[src/rtl/controlador_boot_if.sv]
// controlador_boot_if: source-word handshake and instruction-memory write port of the boot sequencer.
interface controlador_boot_if #(
    parameter int DATA_W = 32,
    parameter int ADDR_W = 10
);
    logic              src_valid;
    logic [DATA_W-1:0] src_data;
    logic              src_ready;
    logic              imem_we;
    logic [ADDR_W-1:0] imem_addr;
    logic [DATA_W-1:0] imem_wdata;
    modport master (output src_valid, src_data, input src_ready, imem_we, imem_addr, imem_wdata);
    modport slave  (input src_valid, src_data, output src_ready, imem_we, imem_addr, imem_wdata);
endinterface

[src/rtl/controlador_boot.sv]
// controlador_boot: BIOS -> program copy into imem -> CPU reset pulse -> execute from imem.
// Define BOOT_TIMEOUT_EN to add the per-beat stall timeout and the S_FAULT state.
module controlador_boot #(
    parameter int                DATA_W      = 32,
    parameter int                ADDR_W      = 10,
    parameter logic [5:0]        HALT_OP     = 6'b011000,
    parameter logic [DATA_W-1:0] NOP_INSTR   = 32'h4000_0000,
    parameter int                RESET_CYC   = 2,
    parameter int                TIMEOUT_CYC = 1024
) (
    input  logic              clock_i,
    input  logic              reset_n_i,
    controlador_boot_if.slave bus,
    input  logic [DATA_W-1:0] mem_i,
    input  logic [DATA_W-1:0] bios_i,
    input  logic [ADDR_W:0]   prog_len_i,
    input  logic              reboot_i,
    output logic [DATA_W-1:0] instrucao_o,
    output logic              cpu_reset_o,
    output logic              is_bios_o,
    output logic              is_transf_o,
    output logic              fault_o
);
    typedef enum logic [2:0] {S_BIOS, S_TRANSF, S_RST, S_EXEC `ifdef BOOT_TIMEOUT_EN , S_FAULT `endif} state_t;
    localparam int              RW       = RESET_CYC > 1 ? $clog2(RESET_CYC) : 1;
    localparam logic [RW-1:0]   RST_INIT = RW'(RESET_CYC - 1);
    localparam logic [ADDR_W:0] MAX_LEN  = {1'b1, {ADDR_W{1'b0}}};
    state_t            state_q, target_q;
    logic [ADDR_W:0]   cnt_q, len_q;
    logic [RW-1:0]     rst_cnt_q;
    logic              beat, halt;
`ifdef BOOT_TIMEOUT_EN
    localparam int     SW = $clog2(TIMEOUT_CYC + 1);
    logic [SW-1:0]     stall_q;
    assign fault_o = state_q == S_FAULT;
`else
    assign fault_o = 1'b0;
`endif
    assign halt           = bios_i[DATA_W-1 -: 6] == HALT_OP;
    assign bus.src_ready  = state_q == S_TRANSF && cnt_q < len_q;
    assign beat           = bus.src_valid && bus.src_ready;
    assign bus.imem_we    = beat;
    assign bus.imem_addr  = cnt_q[ADDR_W-1:0];
    assign bus.imem_wdata = bus.src_data;
    assign instrucao_o    = state_q == S_BIOS ? bios_i : state_q == S_EXEC ? mem_i : NOP_INSTR;
    assign cpu_reset_o    = state_q == S_RST;
    assign is_bios_o      = state_q == S_BIOS;
    assign is_transf_o    = state_q == S_TRANSF;
    always_ff @(posedge clock_i or negedge reset_n_i) begin
        if (!reset_n_i) begin
            state_q   <= S_BIOS;
            target_q  <= S_BIOS;
            cnt_q     <= '0;
            len_q     <= '0;
            rst_cnt_q <= '0;
`ifdef BOOT_TIMEOUT_EN
            stall_q   <= '0;
`endif
        end else begin
            case (state_q)
                S_BIOS: if (halt) begin
                    len_q     <= prog_len_i > MAX_LEN ? MAX_LEN : prog_len_i;
                    cnt_q     <= '0;
                    rst_cnt_q <= RST_INIT;
                    target_q  <= S_EXEC;
                    state_q   <= prog_len_i == '0 ? S_RST : S_TRANSF;
`ifdef BOOT_TIMEOUT_EN
                    stall_q   <= '0;
`endif
                end
                S_TRANSF: begin
                    if (beat) cnt_q <= cnt_q + 1'b1;
                    // an abandoned transfer still commits the beat of the reboot cycle
                    if (reboot_i) begin
                        state_q   <= S_RST;
                        target_q  <= S_BIOS;
                        rst_cnt_q <= RST_INIT;
                        cnt_q     <= '0;
                    end else if (beat && cnt_q == len_q - 1'b1) begin
                        state_q   <= S_RST;
                        target_q  <= S_EXEC;
                        rst_cnt_q <= RST_INIT;
                    end
`ifdef BOOT_TIMEOUT_EN
                    else if (!beat && stall_q == SW'(TIMEOUT_CYC - 1)) state_q <= S_FAULT;
                    stall_q <= beat ? '0 : stall_q + 1'b1;
`endif
                end
                S_RST: if (rst_cnt_q == '0) state_q <= target_q; else rst_cnt_q <= rst_cnt_q - 1'b1;
                S_EXEC: if (reboot_i) begin
                    state_q   <= S_RST;
                    target_q  <= S_BIOS;
                    rst_cnt_q <= RST_INIT;
                    cnt_q     <= '0;
                end
`ifdef BOOT_TIMEOUT_EN
                S_FAULT: if (reboot_i) begin
                    state_q   <= S_RST;
                    target_q  <= S_BIOS;
                    rst_cnt_q <= RST_INIT;
                end
`endif
                default: state_q <= S_BIOS;
            endcase
        end
    end
endmodule

[src/flat_wrapper.sv]
// flat-port wrapper written by rule: the top's interface ports become plain ports
module controlador_boot_flat 
#(
    parameter int                DATA_W      = 32,
    parameter int                ADDR_W      = 10,
    parameter logic [5:0]        HALT_OP     = 6'b011000,
    parameter logic [DATA_W-1:0] NOP_INSTR   = 32'h4000_0000,
    parameter int                RESET_CYC   = 2,
    parameter int                TIMEOUT_CYC = 1024
)
  (clock_i, reset_n_i, mem_i, bios_i, prog_len_i, reboot_i, instrucao_o, cpu_reset_o, is_bios_o, is_transf_o, fault_o, bus_src_valid, bus_src_data, bus_src_ready, bus_imem_we, bus_imem_addr, bus_imem_wdata);
  controlador_boot_if #(.DATA_W(DATA_W), .ADDR_W(ADDR_W)) bus_i ();
  input  logic clock_i;
  input  logic reset_n_i;
  input  logic [DATA_W-1:0] mem_i;
  input  logic [DATA_W-1:0] bios_i;
  input  logic [ADDR_W:0] prog_len_i;
  input  logic reboot_i;
  output logic [DATA_W-1:0] instrucao_o;
  output logic cpu_reset_o;
  output logic is_bios_o;
  output logic is_transf_o;
  output logic fault_o;
  input wire logic [$bits(bus_i.src_valid)-1:0] bus_src_valid;
  input wire logic [$bits(bus_i.src_data)-1:0] bus_src_data;
  output wire logic [$bits(bus_i.src_ready)-1:0] bus_src_ready;
  output wire logic [$bits(bus_i.imem_we)-1:0] bus_imem_we;
  output wire logic [$bits(bus_i.imem_addr)-1:0] bus_imem_addr;
  output wire logic [$bits(bus_i.imem_wdata)-1:0] bus_imem_wdata;
  assign bus_i.src_valid = bus_src_valid;
  assign bus_i.src_data = bus_src_data;
  assign bus_src_ready = bus_i.src_ready;
  assign bus_imem_we = bus_i.imem_we;
  assign bus_imem_addr = bus_i.imem_addr;
  assign bus_imem_wdata = bus_i.imem_wdata;
  controlador_boot #(.DATA_W(DATA_W), .ADDR_W(ADDR_W), .HALT_OP(HALT_OP), .NOP_INSTR(NOP_INSTR), .RESET_CYC(RESET_CYC), .TIMEOUT_CYC(TIMEOUT_CYC)) u_core (.clock_i(clock_i), .reset_n_i(reset_n_i), .bus(bus_i), .mem_i(mem_i), .bios_i(bios_i), .prog_len_i(prog_len_i), .reboot_i(reboot_i), .instrucao_o(instrucao_o), .cpu_reset_o(cpu_reset_o), .is_bios_o(is_bios_o), .is_transf_o(is_transf_o), .fault_o(fault_o));
endmodule
[config.mk]
export PLATFORM = sky130hd
export DESIGN_NAME = controlador_boot_flat
export DESIGN_NICKNAME = d
export VERILOG_FILES = /design/src/rtl/controlador_boot_if.sv /design/src/rtl/controlador_boot.sv /design/src/flat_wrapper.sv
export SDC_FILE = /design/constraint.sdc
export NUM_CORES = 1
export LEC_CHECK = 0
export BUFFER_PORTS_ARGS = -buffer_cell sky130_fd_sc_hd__buf_2
export CAP_MARGIN = 10
export CORE_AREA = 2 2 72 108
export CTS_BUF_LIST = sky130_fd_sc_hd__clkbuf_4
export DETAILED_ROUTE_END_ITERATION = 8
export DIE_AREA = 0 0 74 110
export GPL_TIMING_DRIVEN = 1
export HOLD_SLACK_MARGIN = 0.08
export PLACE_DENSITY = 0.74
export SETUP_SLACK_MARGIN = 0.05
export SLEW_MARGIN = 10
export SYNTH_ARGS = -nofsm -noshare
export SYNTH_HDL_FRONTEND = slang
export SYNTH_SLANG_ARGS = --single-unit
[constraint.sdc]
create_clock -name clock_i -period 7.1 [get_ports clock_i]
set_input_delay 1.065 -clock clock_i [delete_from_list [all_inputs] [get_ports clock_i]]
set_output_delay 1.065 -clock clock_i [all_outputs]
set_load 0.1 [all_outputs]
==> flow_summary.ini <==
[run_status]
outcome = complete, no violations

[floorplanning]
die_w_microns = 74
die-area_sq_um = 8140
floorplan.core_area_sq_um = 7180
floorplan.io_pins = 191
initial_core_util_pct = 36.1
die-height_microns = 110
num_rows = 38

[drt]
postRouteWirelength_mm = 8.33
avgRoutedWirePerCell_microns = 17.0
routed-via-count = 2624
dr.first_iter.drc_count = 190
detailedRoute.firstPassIterationCount = 4
drt.antenna.violating_nets = 0
remaining_drc_errors = 0
via_per_inst = 5.34

[critical_path]
critPathBufInv = 2
crit_path_max_incr_delay_ns = 0.51
cp_top_family = compound AO/OA/AOI/OAI gates
slowest_stage = sky130_fd_sc_hd__dfrtp_1
rrSetupSlack_ns = 4.45
timing.critical_path.arrival_ns = 2.92
critical_path.startpoint_type = flop
worstReg2RegEnd = u_core.state_q[1]
ff_to_ff_path_depth = 7
timing.critical_path.required_ns = 6.03
path_cells = ha_1, a211oi_1, o21ai_0, a41oi_1, nand2_1, inv_1, buf_2
endpoint_kind = primary output
worstSetupPathType = flop to primary output
crit-reg2reg-launch = u_core.cnt_q[8]
cp_max_fo = 8
path_depth = 7

[cts]
cts-htree-levels = 1
max-clock-path-buffers = 2
worst_skew_pair.late_latency_ns = 0.34
numCtsBuffers = 3
cts.repair.resized = 0
cts_hold_buf = 0
cts_sinks = 26
root_buffer = sky130_fd_sc_hd__clkbuf_4
cts_tree = yes
path_clk_slew_ns = 0.16
post_cts.repair.setup_buffers = 0

[pwr]
seq_power_share_pct = 13.9
swShare_pct = 70.7
p_sw_mw = 1.12
clock_power_share_pct = 4.5
comb_power_share_pct = 81.6
worst_ir_drop_vdd_v = 0.000598
internal_power_uw = 464
p_per_area_nw_per_um2 = 526
p_leak_nw = 1.57
post-layout-total-power_mw = 1.58

[logic_synthesis]
syn_avg_cell_area_sq_um = 8.21
synth.distinct_cells = 50
yosys.area.top_type_share_pct = 25.1
synthesis.instances = 316
synth_compound_area_share_pct = 24.7
yosys_warnings = 0
ys_seq_area_share_pct = 25.1
synth_top_family_by_area = compound AO/OA/AOI/OAI gates
synth_mux_area_share_pct = 0.434
yosys.area_share.xor_xnor_pct = 5.40
synth-main-ff-cell = sky130_fd_sc_hd__dfrtp_1
top_cells_by_instance_count_after_synthesis = 43 x sky130_fd_sc_hd__buf_4, 36 x sky130_fd_sc_hd__a22o_1, 26 x sky130_fd_sc_hd__dfrtp_1
synth.area.top_cells = sky130_fd_sc_hd__dfrtp_1 25%, sky130_fd_sc_hd__buf_4 12%, sky130_fd_sc_hd__a22o_1 12%, sky130_fd_sc_hd__ha_1 6.3%, sky130_fd_sc_hd__o21ai_0 3.9%
synth_seq_cells = 26
cell_taking_the_most_area_after_synthesis = sky130_fd_sc_hd__dfrtp_1
synth_fp_nets = 440
synth.most_common_cell = sky130_fd_sc_hd__buf_4
netlist_area_sq_um = 2590
yosys.area_share.simple_pct = 20.6
yosys.area_share.adder_pct = 6.27
async_flop_share_pct = 100
synth_enable_flop_cells = 0

[sta]
final_period_minus_worst_setup_slack_ns = 3.99
worst_slew_pin_slew_ns = 1.05
setup_viol_count_final = 0
slew_violations = 0
whs_ns = 0.555
finClkSkew_ns = 0.00198
timing.fmax_mhz = 251
fin_setup_tns_ns = 0
hold_violations = 0
grt_setup_unrepaired = no
relSlewSlack_pct = 30.3
fin_crit_sh_pct = 56.1

[final_layout]
areaGrowthSynthToFinish_pct = 16.1
final_standard_cell_count_with_taps_included_and_fillers_excluded = 491
final_layout_size_suffix_gt1_share_pct = 35.1
finish.net_count = 515

[hold_path]
hold_end = u_core.len_q[1]
hold_path_class = flop to flop
hold_depth = 2
hold_path_startpoint = u_core.len_q[1]

[placed_design]
routabilityCongestion = 0.969
place_inst = 485
port-buffer-count = 125
detailedPlacementHpwl_mm = 6.91

[global_route]
total_gr_overflow = 0
grt_usage_pct = 20.6
grt_antenna_before_repair = 1
grt_max_degree = 34
first_global_vias = 2574
grt_pass1_wl_mm = 12.7

[job]
max_cap_violations = 0
state kept, by name, summed over array words and instances (netlist names):
register	count
u_core.rst_cnt_q	1
u_core.target_q	1
u_core.state_q	2
u_core.cnt_q	11
u_core.len_q	11
per-stage QoR:
step,utilization (%),area [sq um],setup WS (ns)
after global placement,41.3,2970,3.53
after detailed placement,41.3,2970,3.49
final,41.9,3010,3.11
after floorplan,-,2590,3.39
after global routing,41.9,3010,2.85
after CTS,41.7,2990,3.13
cells by family after synthesis:
| kind of cell | Yosys count |
|---|---|
| AO/OA/AOI/OAI | 87 |
| multiplexers | 1 |
| buffers and inverters | 75 |
| XOR/XNOR | 16 |
| flip-flops | 26 |
| other | 1 |
| AND/OR/NAND/NOR | 97 |
| adder cells (fa/ha/maj) | 13 |
layout by cell type (no fill, tap or decap), drive strengths merged, types with 3 or more instances in the layout:
cell type | netlist | routed
a211oi | 3 | 3
a21oi | 10 | 10
a22o | 36 | 36
a31oi | 4 | 4
and2 | 3 | 3
and3 | 4 | 4
buf | 45 | 126
clkbuf | 11 | 3
dfrtp | 26 | 26
ha | 13 | 13
inv | 19 | 19
nand2 | 21 | 21
nand2b | 6 | 6
nand3 | 8 | 8
nand4 | 8 | 8
nor2 | 21 | 21
nor3 | 6 | 6
nor4 | 5 | 5
o21ai | 20 | 20
or3 | 3 | 3
xnor2 | 6 | 6
xor2 | 10 | 10
worst max-delay path by stage:
stage / endpoint / slack [ns] / from
final: bus_imem_we / 3.11 / u_core.cnt_q[8]
after global routing: bus_imem_we / 2.85 / u_core.cnt_q[8]
after CTS: bus_imem_we / 3.13 / u_core.cnt_q[8]
after detailed placement: bus_imem_we / 3.49 / bus_src_valid
after global placement: bus_imem_we / 3.53 / bus_src_valid
after floorplan: instrucao_o[19] / 3.39 / u_core.state_q[1]
cell type report:
type / count / area [sq um]
fillers: 752 / 4170
multi-input cells: 215 / 1490
flip-flops and latches: 26 / 651
repair buffers: 126 / 641
well taps: 100 / 125
inverters: 19 / 71.3
clock buffers: 3 / 22.5
clock inverters: 1 / 3.75
diodes: 1 / 2.50
worst reg2reg max path, stage by stage (launching register included):
cell	delay, ns
sky130_fd_sc_hd__dfrtp_1	0.51
sky130_fd_sc_hd__ha_1	0.35
sky130_fd_sc_hd__a211oi_1	0.25
sky130_fd_sc_hd__o21ai_0	0.14
sky130_fd_sc_hd__a41oi_1	0.48
sky130_fd_sc_hd__nand2_1	0.24
sky130_fd_sc_hd__a2111oi_0	0.42
sky130_fd_sc_hd__a31o_1	0.22
metal layers:
metal  vias to the layer above  wire [microns]  share of wire, %  GRT usage, %
met4                         0             199               2.4          6.75
met3                        17             533               6.4          1.82
met2                       136            3960                48          34.1
li1                       1252               -                 -             -
met5                         -               0                 0             0
met1                      1219            3640                44          28.0
power by group through the flow:
stage,combinational [mW],clock [mW],sequential (mW)
6_report,1.29,0.0709,0.220
5_1_grt,1.35,0.0765,0.226
4_1_cts,1.28,0.0708,0.219
3_5_place_dp,1.28,0,0.222
3_3_place_gp,1.27,0,0.221
2_1_floorplan,1.20,0,0.198
No activity file was read; power rests on OpenSTA's default activity.
